<file path="src/rtl/gmii_rx_sanitizer_pkg.sv">
// Shared constants, FSM encoding and helpers for the GMII receive sanitizer.
package gmii_rx_sanitizer_pkg;

  localparam logic [7:0] GMII_PREAMBLE = 8'h55;
  localparam logic [7:0] GMII_SFD      = 8'hD5;

  localparam int unsigned LEN_W       = 16;
  localparam int unsigned IFG_W       = 8;
  localparam int unsigned DLY_DEPTH   = 8;
  localparam int unsigned DLY_W       = 10;
  localparam int unsigned PRE_MAX_IDX = 7;

  typedef enum logic [2:0] {
    ST_IDLE,
    ST_PRE,
    ST_PASS,
    ST_TRUNC,
    ST_DROP
  } rx_state_e;

  typedef struct packed {
    logic       dv;
    logic       er;
    logic [7:0] rxd;
  } gmii_beat_t;

  function automatic logic [LEN_W-1:0] sat_inc_len(input logic [LEN_W-1:0] v);
    return (v == '1) ? v : v + 1'b1;
  endfunction

endpackage

</file>
<file path="src/rtl/gmii_delay_line.sv">
// Fixed-depth shift register for GMII beats; reset flushes every stage at once.
module gmii_delay_line
  import gmii_rx_sanitizer_pkg::*;
#(
  parameter int unsigned DEPTH = DLY_DEPTH,
  parameter int unsigned WIDTH = DLY_W
) (
  input  logic             clk_i,
  input  logic             rst_ni,
  input  logic [WIDTH-1:0] d_i,
  output logic [WIDTH-1:0] q_o
);

  logic [WIDTH-1:0] stage_q [DEPTH];

  always_ff @(posedge clk_i or negedge rst_ni) begin
    if (!rst_ni) begin
      for (int unsigned i = 0; i < DEPTH; i++) begin
        stage_q[i] <= '0;
      end
    end else begin
      stage_q[0] <= d_i;
      for (int unsigned i = 1; i < DEPTH; i++) begin
        stage_q[i] <= stage_q[i-1];
      end
    end
  end

  assign q_o = stage_q[DEPTH-1];

endmodule

</file>
<file path="src/rtl/gmii_rx_sanitizer.sv">
// GMII receive sanitizer: judges each frame on the input side (preamble/SFD, IFG, length)
// and gates a 9-cycle delayed copy of the stream; keeps saturating per-cause statistics.
module gmii_rx_sanitizer
  import gmii_rx_sanitizer_pkg::*;
#(
  parameter int unsigned MIN_IFG = 12,
  parameter int unsigned MAX_LEN = 1530,
  parameter int unsigned CNT_W   = 16
) (
  input  logic             i_clk,
  input  logic             i_rst_n,
  input  logic             i_gmii_dv,
  input  logic [7:0]       iv_gmii_rxd,
  input  logic             i_gmii_er,
  output logic             o_gmii_dv,
  output logic [7:0]       ov_gmii_rxd,
  output logic             o_gmii_er,
  input  logic             i_cnt_clr,
  output logic [CNT_W-1:0] ov_good_cnt,
  output logic [CNT_W-1:0] ov_pre_err_cnt,
  output logic [CNT_W-1:0] ov_ifg_err_cnt,
  output logic [CNT_W-1:0] ov_trunc_cnt,
  output logic             o_drop_pulse
);

  localparam logic [IFG_W-1:0] MIN_IFG_C = IFG_W'(MIN_IFG);
  localparam logic [LEN_W-1:0] MAX_LEN_C = LEN_W'(MAX_LEN);
  localparam logic [LEN_W-1:0] TRUNC_IDX = LEN_W'(MAX_LEN + 1);
  localparam logic [LEN_W-1:0] PRE_LAST  = LEN_W'(PRE_MAX_IDX);

  rx_state_e        state_q, state_d;
  logic [LEN_W-1:0] idx_q, idx_d;
  logic [IFG_W-1:0] ifg_q, ifg_d;
  logic             dv_prev_q;
  logic             keep_q, keep_d;
  logic             pulse_q, pulse_d;
  logic             drop_pre, drop_ifg, good_inc, trunc_inc;

  logic [DLY_W-1:0] dly_in, dly_out;
  gmii_beat_t       dly_beat, out_q, out_d;
  logic [LEN_W-1:0] oidx_q, oidx_d;

  logic [CNT_W-1:0] good_q, pre_q, ifg_err_q, trunc_q;

  // dv_prev_q resets high so a frame already in flight at reset release is not seen as a rising edge
  always_ff @(posedge i_clk or negedge i_rst_n) begin
    if (!i_rst_n) begin
      state_q   <= ST_IDLE;
      idx_q     <= '0;
      ifg_q     <= MIN_IFG_C;
      dv_prev_q <= 1'b1;
      keep_q    <= 1'b0;
      pulse_q   <= 1'b0;
    end else begin
      state_q   <= state_d;
      idx_q     <= idx_d;
      ifg_q     <= ifg_d;
      dv_prev_q <= i_gmii_dv;
      keep_q    <= keep_d;
      pulse_q   <= pulse_d;
    end
  end

  always_comb begin
    state_d  = state_q;
    idx_d    = idx_q;
    drop_pre = 1'b0;
    drop_ifg = 1'b0;
    if (i_gmii_dv && !dv_prev_q) begin
      ifg_d = '0;
    end else if (!i_gmii_dv && (ifg_q != '1)) begin
      ifg_d = ifg_q + 1'b1;
    end else begin
      ifg_d = ifg_q;
    end
    unique case (state_q)
      // The rising-edge byte is judged here as preamble index 1
      ST_IDLE: begin
        if (i_gmii_dv) begin
          if (dv_prev_q) begin
            state_d = ST_DROP;
          end else if (ifg_q < MIN_IFG_C) begin
            state_d  = ST_DROP;
            drop_ifg = 1'b1;
          end else if (iv_gmii_rxd == GMII_PREAMBLE) begin
            state_d = ST_PRE;
            idx_d   = LEN_W'(2);
          end else begin
            state_d  = ST_DROP;
            drop_pre = 1'b1;
          end
        end
      end
      ST_PRE: begin
        if (i_gmii_dv && (iv_gmii_rxd == GMII_PREAMBLE) && (idx_q <= PRE_LAST)) begin
          idx_d = sat_inc_len(idx_q);
        end else if (i_gmii_dv && (iv_gmii_rxd == GMII_SFD)) begin
          state_d = ST_PASS;
          idx_d   = sat_inc_len(idx_q);
        end else begin
          state_d  = ST_DROP;
          drop_pre = 1'b1;
        end
      end
      ST_PASS: begin
        if (!i_gmii_dv) begin
          state_d = ST_IDLE;
        end else begin
          idx_d = sat_inc_len(idx_q);
          if (idx_q == TRUNC_IDX) begin
            state_d = ST_TRUNC;
          end
        end
      end
      ST_TRUNC, ST_DROP: begin
        if (!i_gmii_dv) begin
          state_d = ST_IDLE;
        end
      end
      default: state_d = ST_IDLE;
    endcase
  end

  always_comb begin
    good_inc  = (state_q == ST_PASS) && !i_gmii_dv;
    trunc_inc = (state_q == ST_TRUNC) && !i_gmii_dv;
    pulse_d   = drop_pre || drop_ifg || ((state_q == ST_PASS) && (state_d == ST_TRUNC));
    keep_d    = keep_q;
    if ((state_q == ST_IDLE) && i_gmii_dv) begin
      keep_d = 1'b0;
    end else if ((state_q == ST_PRE) && (state_d == ST_PASS)) begin
      keep_d = 1'b1;
    end
  end

  assign dly_in = {i_gmii_dv, i_gmii_er, iv_gmii_rxd};

  gmii_delay_line #(
    .DEPTH(DLY_DEPTH),
    .WIDTH(DLY_W)
  ) u_delay (
    .clk_i (i_clk),
    .rst_ni(i_rst_n),
    .d_i   (dly_in),
    .q_o   (dly_out)
  );

  assign dly_beat = gmii_beat_t'(dly_out);

  // keep_q is settled by the time a frame's first byte reaches the end of the delay line
  always_comb begin
    out_d  = '0;
    oidx_d = dly_beat.dv ? sat_inc_len(oidx_q) : '0;
    if (dly_beat.dv && keep_q) begin
      if (oidx_d <= MAX_LEN_C) begin
        out_d = dly_beat;
      end else if (oidx_d == TRUNC_IDX) begin
        out_d = '{dv: 1'b1, er: 1'b1, rxd: dly_beat.rxd};
      end
    end
  end

  always_ff @(posedge i_clk or negedge i_rst_n) begin
    if (!i_rst_n) begin
      out_q  <= '0;
      oidx_q <= '0;
    end else begin
      out_q  <= out_d;
      oidx_q <= oidx_d;
    end
  end

  always_ff @(posedge i_clk or negedge i_rst_n) begin
    if (!i_rst_n) begin
      good_q    <= '0;
      pre_q     <= '0;
      ifg_err_q <= '0;
      trunc_q   <= '0;
    end else if (i_cnt_clr) begin
      good_q    <= '0;
      pre_q     <= '0;
      ifg_err_q <= '0;
      trunc_q   <= '0;
    end else begin
      if (good_inc && (good_q != '1)) good_q <= good_q + 1'b1;
      if (drop_pre && (pre_q != '1)) pre_q <= pre_q + 1'b1;
      if (drop_ifg && (ifg_err_q != '1)) ifg_err_q <= ifg_err_q + 1'b1;
      if (trunc_inc && (trunc_q != '1)) trunc_q <= trunc_q + 1'b1;
    end
  end

  assign o_gmii_dv      = out_q.dv;
  assign o_gmii_er      = out_q.er;
  assign ov_gmii_rxd    = out_q.rxd;
  assign o_drop_pulse   = pulse_q;
  assign ov_good_cnt    = good_q;
  assign ov_pre_err_cnt = pre_q;
  assign ov_ifg_err_cnt = ifg_err_q;
  assign ov_trunc_cnt   = trunc_q;

endmodule

</file>
<file path="config.mk">
export PLATFORM = sky130hd
export DESIGN_NAME = gmii_rx_sanitizer
export DESIGN_NICKNAME = d
export VERILOG_FILES = /design/src/rtl/gmii_rx_sanitizer_pkg.sv /design/src/rtl/gmii_delay_line.sv /design/src/rtl/gmii_rx_sanitizer.sv
export SDC_FILE = /design/constraint.sdc
export NUM_CORES = 1
export LEC_CHECK = 0
export ABC_AREA = 1
export BUFFER_PORTS_ARGS = -buffer_cell sky130_fd_sc_hd__buf_2
export CAP_MARGIN = 10
export CORE_ASPECT_RATIO = 1.1
export CORE_MARGIN = 3
export CORE_UTILIZATION = 46
export DETAILED_ROUTE_END_ITERATION = 10
export GPL_ROUTABILITY_DRIVEN = 0
export SLEW_MARGIN = 30
export SYNTH_ARGS = -nofsm -noshare
export SYNTH_HDL_FRONTEND = slang
export SYNTH_HIERARCHICAL = 1
export SYNTH_SLANG_ARGS = --single-unit
</file>
<file path="constraint.sdc">
create_clock -name i_clk -period 4.54 [get_ports i_clk]
set_input_delay 0.908 -clock i_clk [delete_from_list [all_inputs] [get_ports i_clk]]
set_output_delay 0.908 -clock i_clk [all_outputs]
set_load 0.01 [all_outputs]
</file>
==> results of run 1 <==
[power by group through the flow]
stage | Clock [mW] | Sequential [mW] | Combinational [mW]
after floorplan | 0 | 1.95 | 0.173
after global placement | 0 | 1.97 | 0.258
after detailed placement | 0 | 1.97 | 0.261
after CTS | 1.62 | 1.93 | 0.262
after global routing | 1.70 | 1.95 | 0.305
final | 1.57 | 1.93 | 0.257
[per-layer routing]
| layer | part of all wire | wire length (um) | GRT usage | up-vias |
|---|---|---|---|---|
| li1 | - | - | - | 3484 |
| met1 | 0.48 | 8830 | 0.249 | 3259 |
| met2 | 0.48 | 8820 | 0.298 | 116 |
| met3 | 0.040 | 748 | 0.0452 | 6 |
| met4 | 0.0047 | 86 | 0.0368 | 0 |
| met5 | 0 | 0 | 0 | - |
[cell usage after synthesis (3+ instances only)]
master / count
nor4_1: 7
a31oi_1: 3
nor3_1: 47
nor2_1: 104
xor2_1: 29
a21oi_1: 32
ha_1: 7
nor3_2: 3
buf_1: 4
nand4_1: 28
inv_2: 5
o21ai_0: 62
buf_2: 4
inv_1: 154
dfrtp_1: 197
nand2_2: 3
nor2_2: 9
clkbuf_1: 7
xnor2_1: 3
dfstp_2: 3
nand3_1: 80
buf_4: 11
nand2_1: 183
o31ai_1: 11
o22ai_1: 4
nand3_2: 3
[sequential cells by signal, indices dropped and copies added, names as in the netlist, 3 cells and up]
register and count:
ov_pre_err_cnt 16, state_q 3, ov_good_cnt 16, ov_trunc_cnt 16, ov_ifg_err_cnt 16, u_delay/stage_q 70
ov_gmii_rxd 8, idx_q 16, oidx_q 16, u_delay/q_o 10, ifg_q 8
[worst min path at each step]
| stage | start | endpoint | slack [ns] | cells past startpoint |
|---|---|---|---|---|
| 2_1_floorplan | u_delay/stage_q[10]$_DFF_PN0_ | u_delay/q_o[0]$_DFF_PN0_ | 0.33 | 0 |
| 3_3_place_gp | u_delay/stage_q[15]$_DFF_PN0_ | u_delay/q_o[5]$_DFF_PN0_ | 0.33 | 0 |
| 3_5_place_dp | u_delay/stage_q[19]$_DFF_PN0_ | u_delay/q_o[9]$_DFF_PN0_ | 0.33 | 0 |
| 4_1_cts | u_delay/stage_q[57]$_DFF_PN0_ | u_delay/stage_q[47]$_DFF_PN0_ | 0.35 | 0 |
| 5_1_grt | u_delay/stage_q[54]$_DFF_PN0_ | u_delay/stage_q[44]$_DFF_PN0_ | 0.35 | 0 |
| 6_report | u_delay/stage_q[57]$_DFF_PN0_ | u_delay/stage_q[47]$_DFF_PN0_ | 0.34 | 0 |
[area by class of cell]
cell class | instances | area (um^2)
clock buffers | 17 | 425
well taps | 243 | 304
inverters | 159 | 597
fillers | 1772 | 8490
clock inverters | 15 | 215
multi-input cells | 639 | 3210
flip-flops and latches | 200 | 5010
repair buffers | 93 | 490
[cell usage in the layout (no fill, tap or decap), types with 4 or more instances in the layout]
| cell | instances |
|---|---|
| a21oi_1 | 32 |
| inv_1 | 154 |
| dfrtp_1 | 197 |
| inv_2 | 5 |
| clkbuf_16 | 17 |
| buf_2 | 86 |
| nand3_1 | 80 |
| nor2_2 | 9 |
| ha_1 | 7 |
| nand4_1 | 28 |
| o31ai_1 | 11 |
| nor4_1 | 7 |
| nand2_1 | 183 |
| clkinv_8 | 5 |
| nor2_1 | 104 |
| buf_4 | 6 |
| o21ai_0 | 62 |
| nor3_1 | 47 |
| inv_8 | 4 |
| xor2_1 | 29 |
| o22ai_1 | 4 |
[cells by family after synthesis]
logic type / synth area share
buf+inv: 0.0839
simple gates: 0.239
flops: 0.559
compound gates: 0.0779
fa+ha+maj: 0.00977
xor+xnor: 0.0313
[through the flow]
step	worst slack, ns	total power [mW]	instances	area [um^2]
after global routing	1.68	3.95	1366	10200
after CTS	1.93	3.81	1366	10200
after floorplan	2.32	2.13	1025	8970
after global placement	1.62	2.22	1334	9600
final	1.97	3.76	1366	10200
after detailed placement	1.48	2.23	1334	9600
[worst reg2reg max path, cell delays in order, from the launching register on]
cell	delay [ns]
dfrtp_1	0.41
ha_1	0.22
nand2_1	0.09
nor3_1	0.35
nand2_1	0.15
nor2_1	0.13
nand4_1	0.11
nand2_1	0.32
nand2_1	0.35
nand2_1	0.15
o21ai_0	0.08
==> results.tsv, run 1 <==
metric	value	unit
# DRC	0	
Crit Path Max Fanout	14	
post-DP HPWL	13300	um
Clock transition at path regs	0.08	ns
critical path depth in cells	11	
sw frac	0.265	
combinational power share	0.068	
Worst R2R Path Depth	10	
CP endpoint	ov_pre_err_cnt[9]$_DFFE_PN0P_	
ys async rst share	1.00	
IO Pins	88	
syn avg cell area	8.75	um^2
Leakage Power	4.93	nW
f_max	0.389	GHz
top cells by area, synth	dfrtp_1 55%, nand2_1 7.7%, inv_1 6.4%, nand3_1 4.5%, nor2_1 4.4%	
Critical Path Most Common Cell	nand2_1	
Crit path buffers/inverters	1	
post-synthesis cell area	8970	um^2
final hold vios	0	
area growth from synthesis to layout	14.3	%
Synth area leader	dfrtp_1	
crit start category	input pin	
Top Family by Delay on Critical Path	simple AND/OR/NAND/NOR gates	
CP Class	input pin to flip-flop	
die area	21200	um^2
Final setup violation count	0	
reg-to-reg slack, setup	2.06	ns
Internal Dissipation	2.76	mW
Min-Delay Path Class	flip-flop to flip-flop	
Worst Max-Slew Pin Slew	0.831	ns
Buffers on Ports	87	
Seq pwr share	0.515	
final core utilization	0.547	
fin. max-slew vios	0	
Reg2Reg Capture Point	ov_pre_err_cnt[9]$_DFFE_PN0P_	
Setup Buffers After CTS	0	
total clock sinks	200	
clock tree from TritonCTS	yes	
nets	1130	
Clock power frac	0.417	
die width	139	um
H-tree depth	4	
count of hold-fix buffers inserted at cts	0	
Via-to-Cell Ratio	5.03	
Worst path max stage delay	0.35	ns
Ant. Diodes	0	
status	finished clean	
Yosys reg bits	200	
CP required	4.84	ns
1st-iter DRT viols	377	
largest net degree at the start of global routing	118	
net switching power	994	uW
YS warnings	6	
antenna violations before repair	0	
CTS buffer count	17	
Post-synth EDFFs	0	
CP max stage cell	nand2_1	
area share of the largest cell type after synthesis	0.550	
core area	18700	um^2
detailed-route wire length per cell	13.5	um
Worst EP arrival	2.88	ns
unrepaired setup endpoints after global routing	no	
Die Y	152	um
Overall Global Routing Usage	0.182	
final hold slack	0.339	ns
Final Cycle Share	0.567	
Cells after Synth	1025	
Worst Setup End Kind	flip-flop	
vias in the first global route	6829	
Longest Clk Path Bufs	2	
gr ovfl total	0	
layout cell share with drive strength beyond 1	0.139	
headroom to the max-slew limit	0.446	
Total Neg Setup Slack	0	ns
Top FF cell, synth	dfrtp_1	
max cap viols	0	
FP Rows	52	
first-pass GRT wire length	32400	um
Critical Path Start	iv_gmii_rxd[1]	
clk root buf	clkbuf_16	
synth unique cells	44	
Worst Clk Skew	0.0174	ns
fin crit period	2.57	ns
CTS resizes	0	
DRT antenna net count	0	
critical-path cell list	buf_2 -> nor2_1 -> nand3_1 -> nor4_2 -> nand3_1 -> nand2_1 -> nand2_1 -> nand2_1 -> nand2_1 -> nand2_1 -> o21ai_0	
reg2reg start	ov_pre_err_cnt[0]$_DFFE_PN0P_	
Total Wirelength	18500	um
Max IR drop VDD	0.000266	V
via count	6865	
initial core utilization	0.478	
Clk Latency, worst-skew pair	0.43	ns
sequential area share after synthesis	0.559	
pwr dens	367	nW/um^2
1st-pass router iterations	5	
Net Count, Synth	1045	
No activity file was read; power rests on OpenSTA's default activity.
==> inputs of run 2 (changes only) <==
clock period = 2.6 ns   (was 4.54 ns; I/O delays follow)
==> results.tsv, run 2 (same netlist as run 1, synthesis figures left out) <==
metric	value	unit
1st-iter DRT viols	354	
Worst Max-Slew Pin Slew	0.615	ns
most frequent cells in the layout	197 x dfrtp_1, 183 x nand2_1, 154 x inv_1	
fin crit period	2.30	ns
fin. max-slew vios	0	
Ant. Diodes	0	
core area	18700	um^2
placed cell count	1336	
clock tree from TritonCTS	yes	
f_max	0.436	GHz
max reg flops	70	
IO Pins	88	
nets	1132	
antenna violations before repair	0	
gr ovfl total	0	
Longest Clk Path Bufs	2	
CP Class	flip-flop to flip-flop	
Worst R2R Path Depth	9	
reg-to-reg slack, setup	0.30	ns
Reg2Reg Capture Point	ov_pre_err_cnt[5]$_DFFE_PN0P_	
post-DP HPWL	13500	um
most common cell after layout, fill and taps aside	dfrtp_1	
H-tree depth	4	
Worst Clk Skew	0.0138	ns
Total Wirelength	18700	um
area growth from synthesis to layout	15.1	%
die width	139	um
Die Y	152	um
unrepaired setup endpoints after global routing	no	
Final Cycle Share	0.883	
clk root buf	clkbuf_16	
CTS buffer count	17	
vias in the first global route	6804	
reg2reg start	ov_pre_err_cnt[0]$_DFFE_PN0P_	
DRT antenna net count	0	
status	finished clean	
first-pass GRT wire length	33000	um
Total Neg Setup Slack	0	ns
Filler cells	1731	
Crit Path Max Fanout	14	
dpl ws	0.152	ns
max cap viols	0	
die area	21200	um^2
Buffers on Ports	87	
Final Power	6.69	mW
layout cell share with drive strength beyond 1	0.141	
detailed-route wire length per cell	13.7	um
pwr dens	648	nW/um^2
Biggest register	u_delay/stage_q	
Leakage Power	4.97	nW
Max IR drop VDD	0.000476	V
crit start category	flip-flop	
multi-input gate area in the final layout	3210	um^2
Worst EP arrival	2.64	ns
Min-Delay Path Class	input pin to async pin	
Final Non-Filler Cells	1368	
total clock sinks	200	
initial core utilization	0.478	
register area	5010	um^2
Worst Setup End Kind	flip-flop	
headroom to the max-slew limit	0.587	
Clk Latency, worst-skew pair	0.45	ns
largest net degree at the start of global routing	73	
via count	6934	
1st-pass router iterations	7	
PnR worst setup slack	0.304	ns
final hold vios	0	
CP required	2.95	ns
Final setup violation count	0	
FP Rows	52	
Via-to-Cell Ratio	5.07	
Overall Global Routing Usage	0.185	
# DRC	0	
Clock transition at path regs	0.09	ns
[run 2: cell count changes in the layout (fill, tap and decap cells not counted), sizes merged]
| cell | delta |
|---|---|
| clkinv | -3 |
| inv | +4 |
| buf | +1 |
| clkbuf | +1 |
| bufinv | -1 |
[run 2: worst max-delay path by stage]
stage                                        startpoint                             to  slack (ns)  depth (start not counted)
after global placement                   iv_gmii_rxd[1]           idx_q[1]$_DFFE_PN0P_        0.25                         10
final                     ov_pre_err_cnt[0]$_DFFE_PN0P_  ov_pre_err_cnt[5]$_DFFE_PN0P_        0.30                          9
after floorplan                     oidx_q[0]$_DFF_PN0_            o_gmii_er$_DFF_PN0_        0.59                         16
after global routing      ov_pre_err_cnt[0]$_DFFE_PN0P_  ov_pre_err_cnt[6]$_DFFE_PN0P_        0.03                          9
after detailed placement                 iv_gmii_rxd[1]  ov_pre_err_cnt[5]$_DFFE_PN0P_        0.15                         10
after CTS                 ov_pre_err_cnt[0]$_DFFE_PN0P_  ov_pre_err_cnt[5]$_DFFE_PN0P_        0.28                          9
[run 2: critical path, cell delays in order (launching register included)]
cell	delay, ns
dfrtp_1	0.41
ha_1	0.21
nand2_1	0.09
nor3_1	0.35
nand2_1	0.15
nor2_1	0.12
nand4_1	0.11
nand2_1	0.17
nand2_1	0.29
o21ai_0	0.30
[run 2: routing by layer]
metal  GRT usage  vias to the layer above  wire [um]
met5           0                        -          0
met4      0.0452                        0        182
met3      0.0436                       15        882
met2       0.301                      136       8960
met1       0.255                     3299       8700
li1            -                     3484          -
[run 2: repair_timing]
action                                  in CTS  in global routing
gates resized for setup                      0                  1
setup buffers                                0                  0
hold buffers                                 0                  0
endpoints found under the setup margin       0                  5
endpoints found under the hold margin        0                  0
[run 2: per-stage QoR]
stage | hold slack, ns | util | cell area (um^2)
3_3_place_gp | 0.332 | 0.515 | 9660
6_report | 0.0684 | 0.551 | 10300
2_1_floorplan | 0.224 | - | 8970
3_5_place_dp | 0.335 | 0.515 | 9660
4_1_cts | 0.0891 | 0.551 | 10300
5_1_grt | 0.100 | 0.551 | 10300
[run 2: final cells by class]
type | count | share of cell area
multi-input combinational | 639 | 0.311
clock inverter | 15 | 0.0230
sequential | 200 | 0.485
timing repair buffer | 95 | 0.0525
inverter | 159 | 0.0578
tap | 243 | 0.0295
clock buffer | 17 | 0.0412
[run 2: report_power, final]
| part | internal (mW) | switching [mW] | leakage (nW) |
|---|---|---|---|
| clock | 1.38 | 1.47 | 0.319 |
| combinational | 0.140 | 0.319 | 2.07 |
| sequential | 3.27 | 0.100 | 2.58 |
